[config.mk]
export PLATFORM = sky130hd
export DESIGN_NAME = operand_fetch
export DESIGN_NICKNAME = d
export VERILOG_FILES = /design/src/rtl/operand_fetch_pkg.sv /design/src/rtl/operand_fetch_scoreboard.sv /design/src/rtl/operand_fetch.sv
export SDC_FILE = /design/constraint.sdc
export NUM_CORES = 1
export LEC_CHECK = 0
export CORE_MARGIN = 1.5
export CORE_UTILIZATION = 30
export CTS_BUF_LIST = sky130_fd_sc_hd__clkbuf_16
export DETAILED_ROUTE_END_ITERATION = 10
export PLACE_DENSITY = 0.51
export SLEW_MARGIN = 25
export SYNTH_ARGS = -nofsm -noshare
export SYNTH_HDL_FRONTEND = slang
export SYNTH_SLANG_ARGS = --single-unit
[constraint.sdc]
create_clock -name clk -period 11.13 [get_ports clk]
set_input_delay 2.7825 -clock clk [delete_from_list [all_inputs] [get_ports clk]]
set_output_delay 2.7825 -clock clk [all_outputs]
set_load 0.01 [all_outputs]
[src/rtl/operand_fetch_pkg.sv]
// Shared types for the operand-fetch stage: register/word typedefs, bypass bus
// bundle and the per-source resolution rule shared by both read ports.
package operand_fetch_pkg;

    localparam int XLEN = 32;
    localparam int NREG = 32;

    typedef logic [4:0]      RegAddr;
    typedef logic [XLEN-1:0] Word;

    localparam RegAddr ZERO_REG = 5'd0;

    typedef struct packed {
        logic   valid;
        RegAddr rdAddr;
        logic   dataReady;
        Word    data;
    } BypassPort;

    typedef struct packed {
        logic ready;
        Word  value;
    } Operand;

    // Youngest producer wins (EX, then MEM, then WB); the register file is only
    // trusted when no writer of this register is still in flight.
    function automatic Operand resolve_operand(
        input logic      used,
        input RegAddr    addr,
        input Word       rf_data,
        input logic      busy,
        input BypassPort ex,
        input BypassPort mem,
        input BypassPort wb
    );
        Operand op;
        op.ready = 1'b1;
        op.value = '0;
        if (used && addr != ZERO_REG) begin
            if (ex.valid && ex.rdAddr == addr) begin
                op.ready = ex.dataReady;
                op.value = ex.data;
            end else if (mem.valid && mem.rdAddr == addr) begin
                op.ready = mem.dataReady;
                op.value = mem.data;
            end else if (wb.valid && wb.rdAddr == addr) begin
                op.value = wb.data;
            end else begin
                op.ready = !busy;
                op.value = rf_data;
            end
        end
        return op;
    endfunction

endpackage

[src/rtl/operand_fetch_scoreboard.sv]
// Per-register count of issued-but-not-retired writers, with busy queries for
// the two sources and a saturation check for the incoming destination.
module scoreboard
    import operand_fetch_pkg::*;
#(
    parameter int CNT_W = 2
) (
    input  logic   clk,
    input  logic   rst,
    input  logic   inc,
    input  RegAddr inc_addr,
    input  logic   dec,
    input  RegAddr dec_addr,
    input  RegAddr rs1_addr,
    input  RegAddr rs2_addr,
    input  RegAddr rd_addr,
    input  logic   rd_pending,
    output logic   rs1_busy,
    output logic   rs2_busy,
    output logic   rd_full
);

    localparam logic [CNT_W:0]   CNT_MAX = {1'b0, {CNT_W{1'b1}}};
    localparam logic [CNT_W-1:0] ONE     = {{(CNT_W-1){1'b0}}, 1'b1};

    logic [CNT_W-1:0] count [NREG];
    logic [CNT_W:0]   rd_total;

    assign rs1_busy = count[rs1_addr] != '0;
    assign rs2_busy = count[rs2_addr] != '0;

    // rd_pending covers a held writer of the same rd that will increment before this one does.
    assign rd_total = {1'b0, count[rd_addr]} + {{CNT_W{1'b0}}, rd_pending};
    assign rd_full  = rd_total >= CNT_MAX;

    always_ff @(posedge clk) begin
        if (rst) begin
            for (int i = 0; i < NREG; i++) begin
                count[i] <= '0;
            end
        end else begin
            for (int i = 1; i < NREG; i++) begin
                if (inc && inc_addr == RegAddr'(i) && !(dec && dec_addr == RegAddr'(i))) begin
                    count[i] <= count[i] + ONE;
                end else if (dec && dec_addr == RegAddr'(i) && !(inc && inc_addr == RegAddr'(i))) begin
                    count[i] <= count[i] - ONE;
                end
            end
        end
    end

    always_ff @(posedge clk) begin
        if (!rst && dec && !(inc && inc_addr == dec_addr)) begin
            assert (count[dec_addr] != '0)
                else $error("scoreboard: retire of x%0d with no writer in flight", dec_addr);
        end
    end

endmodule

[src/rtl/operand_fetch.sv]
// Operand fetch: register-file read, EX/MEM/WB bypass, RAW stall via the
// scoreboard, and a single-entry valid/ready output register toward execute.
module operand_fetch
    import operand_fetch_pkg::*;
#(
    parameter int CNT_W = 2
) (
    input  logic            clk,
    input  logic            rst,
    input  logic            inValid,
    output logic            inReady,
    input  logic [4:0]      inRs1Addr,
    input  logic [4:0]      inRs2Addr,
    input  logic            inRs1Use,
    input  logic            inRs2Use,
    input  logic [4:0]      inRdAddr,
    input  logic            inRdWrite,
    output logic [4:0]      rfRs1Addr,
    output logic [4:0]      rfRs2Addr,
    input  logic [XLEN-1:0] rfRs1Data,
    input  logic [XLEN-1:0] rfRs2Data,
    input  logic            exValid,
    input  logic [4:0]      exRdAddr,
    input  logic            exDataReady,
    input  logic [XLEN-1:0] exData,
    input  logic            memValid,
    input  logic [4:0]      memRdAddr,
    input  logic            memDataReady,
    input  logic [XLEN-1:0] memData,
    input  logic            wbEnable,
    input  logic [4:0]      wbRdAddr,
    input  logic [XLEN-1:0] wbData,
    input  logic            retireValid,
    input  logic            retireRdWrite,
    input  logic [4:0]      retireRdAddr,
    input  logic            flush,
    output logic            outValid,
    input  logic            outReady,
    output logic [XLEN-1:0] outRs1Data,
    output logic [XLEN-1:0] outRs2Data,
    output logic [4:0]      outRdAddr,
    output logic            outRdWrite
);

    BypassPort ex_port, mem_port, wb_port;
    Operand    op1, op2;
    logic      rs1_busy, rs2_busy, rd_full;
    logic      held_writes, held_blocks1, held_blocks2, overflow;
    logic      hazard, issue, accept, inc, dec;

    assign rfRs1Addr = inRs1Addr;
    assign rfRs2Addr = inRs2Addr;

    assign ex_port  = '{valid: exValid,  rdAddr: exRdAddr,  dataReady: exDataReady,  data: exData};
    assign mem_port = '{valid: memValid, rdAddr: memRdAddr, dataReady: memDataReady, data: memData};
    assign wb_port  = '{valid: wbEnable, rdAddr: wbRdAddr,  dataReady: 1'b1,         data: wbData};

    assign op1 = resolve_operand(inRs1Use, inRs1Addr, rfRs1Data, rs1_busy, ex_port, mem_port, wb_port);
    assign op2 = resolve_operand(inRs2Use, inRs2Addr, rfRs2Data, rs2_busy, ex_port, mem_port, wb_port);

    // The held instruction's result has no bypass path yet, so readers of its rd must wait.
    assign held_writes  = outValid && outRdWrite;
    assign held_blocks1 = inRs1Use && inRs1Addr != ZERO_REG && held_writes && outRdAddr == inRs1Addr;
    assign held_blocks2 = inRs2Use && inRs2Addr != ZERO_REG && held_writes && outRdAddr == inRs2Addr;
    assign overflow     = inRdWrite && inRdAddr != ZERO_REG && rd_full;

    assign hazard  = !op1.ready || !op2.ready || held_blocks1 || held_blocks2 || overflow;
    assign issue   = outValid && outReady;
    assign inReady = (!outValid || outReady) && !hazard && !flush;
    assign accept  = inValid && inReady;

    assign inc = issue && !flush && outRdWrite && outRdAddr != ZERO_REG;
    assign dec = retireValid && retireRdWrite && retireRdAddr != ZERO_REG;

    scoreboard #(.CNT_W(CNT_W)) u_scoreboard (
        .clk        (clk),
        .rst        (rst),
        .inc        (inc),
        .inc_addr   (outRdAddr),
        .dec        (dec),
        .dec_addr   (retireRdAddr),
        .rs1_addr   (inRs1Addr),
        .rs2_addr   (inRs2Addr),
        .rd_addr    (inRdAddr),
        .rd_pending (held_writes && outRdAddr == inRdAddr),
        .rs1_busy   (rs1_busy),
        .rs2_busy   (rs2_busy),
        .rd_full    (rd_full)
    );

    always_ff @(posedge clk) begin
        if (rst) begin
            outValid   <= 1'b0;
            outRs1Data <= '0;
            outRs2Data <= '0;
            outRdAddr  <= '0;
            outRdWrite <= 1'b0;
        end else if (flush) begin
            outValid <= 1'b0;
        end else if (accept) begin
            outValid   <= 1'b1;
            outRs1Data <= op1.value;
            outRs2Data <= op2.value;
            outRdAddr  <= inRdAddr;
            outRdWrite <= inRdWrite;
        end else if (issue) begin
            outValid <= 1'b0;
        end
    end

endmodule

==> impl_metrics.env <==
export IMPL_clk_pin_slew_worst_paths_ns=0.06
export IMPL_r2r_slack_ns=6.59
export IMPL_max_clock_path_buffers=2
export IMPL_yosysTopAreaCell="edfxtp_1"
export IMPL_async_flop_share_pct=0
export IMPL_cts_resized=0
export IMPL_die_area_um2=37500
export IMPL_hp_start="outValid"
export IMPL_synth_edf_count=62
export IMPL_cts_tree="yes"
export IMPL_antenna_found_initial=9
export IMPL_post_place_ws_ns=1.32
export IMPL_post_drt_wl_per_cell_um=21.6
export IMPL_syn_area_um2=10900
export IMPL_dieWidth_um=194
export IMPL_dr_total_vias=10200
export IMPL_antenna_left=0
export IMPL_cp_required_ns=8.35
export IMPL_multi_input_area_um2=7080
export IMPL_hold_viol=0
export IMPL_synthDistinctLibCells=58
export IMPL_portBuffers=291
export IMPL_holdWs_ns=0.568
export IMPL_via_per_inst=5.29
export IMPL_ys_ff_latch=133
export IMPL_worst_pin_slew_ns=1.04
export IMPL_setup_violations=0
export IMPL_areaGrowthSynthToFinish_pct=34.3
export IMPL_critPathSlowestCell="clkdlybuf4s50_1"
export IMPL_hold_path_class="reg -> reg"
export IMPL_clock_sinks=133
export IMPL_skew_ns=0.0145
export IMPL_crit_chain="clkdlybuf4s50_1, mux4_2, mux4_2, mux2_2, ha_1, ha_1, a21o_1, a31o_2, nor4_1, clkdlybuf4s50_1"
export IMPL_grt_pass1_vias=9920
export IMPL_grt_util_all_layers_pct=22.1
export IMPL_globalRouteOverflowTotal=0
export IMPL_synth_area_leaders="edfxtp_1, dfxtp_1, nor2_1"
export IMPL_cts_setup_buffers=0
export IMPL_drt_initial_drc_count=735
export IMPL_yosysSeqAreaShare_pct=30.1
export IMPL_final_layout_size_suffix_gt1_share_pct=11.4
export IMPL_setup_tns_ns=0
export IMPL_yosysWarningCount=0
export IMPL_syn_inst=1246
export IMPL_fmax_mhz=102
export IMPL_p_leak_uw=0.00519
export IMPL_nNetsFinal=1672
export IMPL_violations="design-rule violations"
export IMPL_p_per_area_nw_per_um2=106
export IMPL_fillers=3587
export IMPL_yosys_area_top_type_share_pct=17.1
export IMPL_holdPathStages=2
export IMPL_cts_max_level=4
export IMPL_die_y_um=194
export IMPL_clk_latency_ns=0.44
export IMPL_slowest_delay_ns=1.16
export IMPL_critPathArrivalTime_ns=7.01
export IMPL_path_class="in -> out"
export IMPL_gp_congestion=0.932
export IMPL_start_kind="input pin"
export IMPL_reg2reg_from="u_scoreboard.count[27][0]"
export IMPL_postSynthAreaPerCell_um2=8.75
export IMPL_register_area_um2=3280
export IMPL_cts_hold_fix_buffers=0
export IMPL_maxSlewViolCount=0
export IMPL_cts_buffers=17
export IMPL_grt_pass1_wl_um=63100
export IMPL_max_slew_margin_pct=30.2
export IMPL_period_share_pct=87.9
export IMPL_post_route_util_pct=41.1
export IMPL_synthesis_nets=1458
export IMPL_rr_worst_depth=11
export IMPL_dr_pass1_iters=8
export IMPL_grt_max_degree=95
export IMPL_max_vdd_ir_drop_mv=0.114
export IMPL_io_pins=292
export IMPL_wirelength_um=41900
export IMPL_cp_max_fo=20
export IMPL_finalWorstSetupSlack_ns=1.34
export IMPL_rsz0062_at_grt="no"
export IMPL_synth_ff_type="dfxtp_1"
export IMPL_drc=72
export IMPL_r2r_end="outRs2Data[18]"
export IMPL_hold_path_end="outValid"
export IMPL_cts_root_buffer="clkbuf_16"
export IMPL_core_region_area_um2=35700
export IMPL_timing_final_crit_period_ns=9.79
export IMPL_end_kind="output port"
export IMPL_post_dp_hpwl_um=31300
export IMPL_rows=69
export IMPL_drv_cap=0
export IMPL_initial_core_util_pct=30.6
export IMPL_status="complete, but fails checks"
## cell usage after synthesis, types with 9 or more instances
master	number
nor2_1	225
a21oi_1	90
mux2i_1	75
nor2b_1	72
a211oi_1	71
dfxtp_1	71
clkbuf_1	62
edfxtp_1	62
xnor2_1	55
mux2_4	49
xor2_1	46
nor3_1	43
nand2_1	34
nand2b_1	28
mux4_2	23
mux2_2	22
o21ai_0	21
buf_1	19
nand3_1	18
or3_1	17
nand3b_1	15
nor4_1	13
buf_4	11
nand4_1	11
buf_6	9
## report_power, final
group / internal [µW] / switching (µW) / total, µW
combinational: 182 / 156 / 338
sequential: 535 / 26.2 / 561
clock: 417 / 234 / 651
total: 1130 / 417 / 1550
## kinds of logic (layout without fill, tap and decap cells)
family	count (synthesis)	in the layout	share of synthesized area, %
buffers and inverters	117	343	5.13
other	0	4	0
and+or+nand+nor	506	506	23.0
muxes	169	169	20.7
AOI/OAI and AO/OA	218	218	12.8
xor gates and xnor gates	101	101	8.11
DFF	133	133	30.1
adders and majority gates	2	2	0.230
## registers in the layout (all words and copies together), names as in the netlist
register and flops:
outRs1Data 32, u_scoreboard.count 62, outRs2Data 32, outRdWrite 1, outValid 1, outRdAddr 5
## cell usage in the layout, fill, tap and decap left out, types with 3 or more instances in the layout
cell / synthesis / routed
o311ai_0: 5 / 5
nand3b_1: 15 / 15
or3b_2: 7 / 7
clkbuf_16: 0 / 17
nand2_1: 34 / 34
xnor2_1: 55 / 55
nor2b_1: 72 / 72
o21ai_0: 21 / 21
clkinvlp_4: 0 / 3
clkdlybuf4s50_1: 0 / 289
and3_1: 7 / 3
inv_1: 7 / 7
a21oi_1: 90 / 90
nor2_1: 225 / 225
mux2_2: 22 / 22
nand3_1: 18 / 16
diode_2: 0 / 4
mux2i_1: 75 / 75
a2111oi_0: 6 / 6
a211oi_1: 71 / 71
or2_2: 5 / 5
edfxtp_1: 62 / 62
or3_1: 17 / 16
nand2b_1: 28 / 28
a31oi_1: 7 / 7
xor2_1: 46 / 46
dfxtp_1: 71 / 71
and3_2: 0 / 4
bufinv_16: 0 / 6
nand4_1: 11 / 11
nor3_1: 43 / 43
mux2_4: 49 / 49
buf_4: 11 / 15
mux4_2: 23 / 23
nor4_1: 13 / 13
## worst max-delay path, delay by kind of cell
| family | cells | cell delay [ns] |
|---|---|---|
| fa+ha+maj | 2 | 0.44 |
| mux | 3 | 1.37 |
| buf+inv | 2 | 1.83 |
| simple gates | 1 | 0.16 |
| compound gates | 2 | 0.40 |
## through the flow
| stage | power (µW) | area [µm²] | std cells |
|---|---|---|---|
| after floorplan | 752 | 10900 | 1246 |
| after global placement | 908 | 14000 | 1902 |
| after detailed placement | 909 | 14000 | 1902 |
| after CTS | 1570 | 14600 | 1933 |
| after global routing | 1620 | 14600 | 1935 |
| final | 1550 | 14600 | 1937 |
## metal layers
metal  vias to the layer above  GRT usage, %  routed length [µm]
li1                       4882             -                   -
met4                        10          5.72                 820
met2                       370          36.7               19800
met3                        51          6.07                3650
met1                      4935          28.2               17600
met5                         -             0                  59
## how the worst max path moves through the flow
stage	from	end	slack, ns	depth (start not counted)
2_1_floorplan	inRdAddr[0]	inReady	2.41	9
3_3_place_gp	inRdAddr[1]	inReady	1.38	10
3_5_place_dp	inRdAddr[1]	inReady	1.32	10
4_1_cts	inRdAddr[1]	inReady	1.33	10
5_1_grt	inRdAddr[0]	inReady	1.22	10
6_report	inRdAddr[1]	inReady	1.34	10
## layout make-up
cell class | count | share of cell area, %
timing repair buffer | 305 | 20.6
tap | 461 | 3.94
clock buffer | 17 | 2.90
clock inverter | 14 | 1.59
multi-input combinational | 996 | 48.3
sequential | 133 | 22.4
inverter | 7 | 0.179
antenna | 4 | 0.0684
Note: power is estimated with default switching activity, not from simulation.
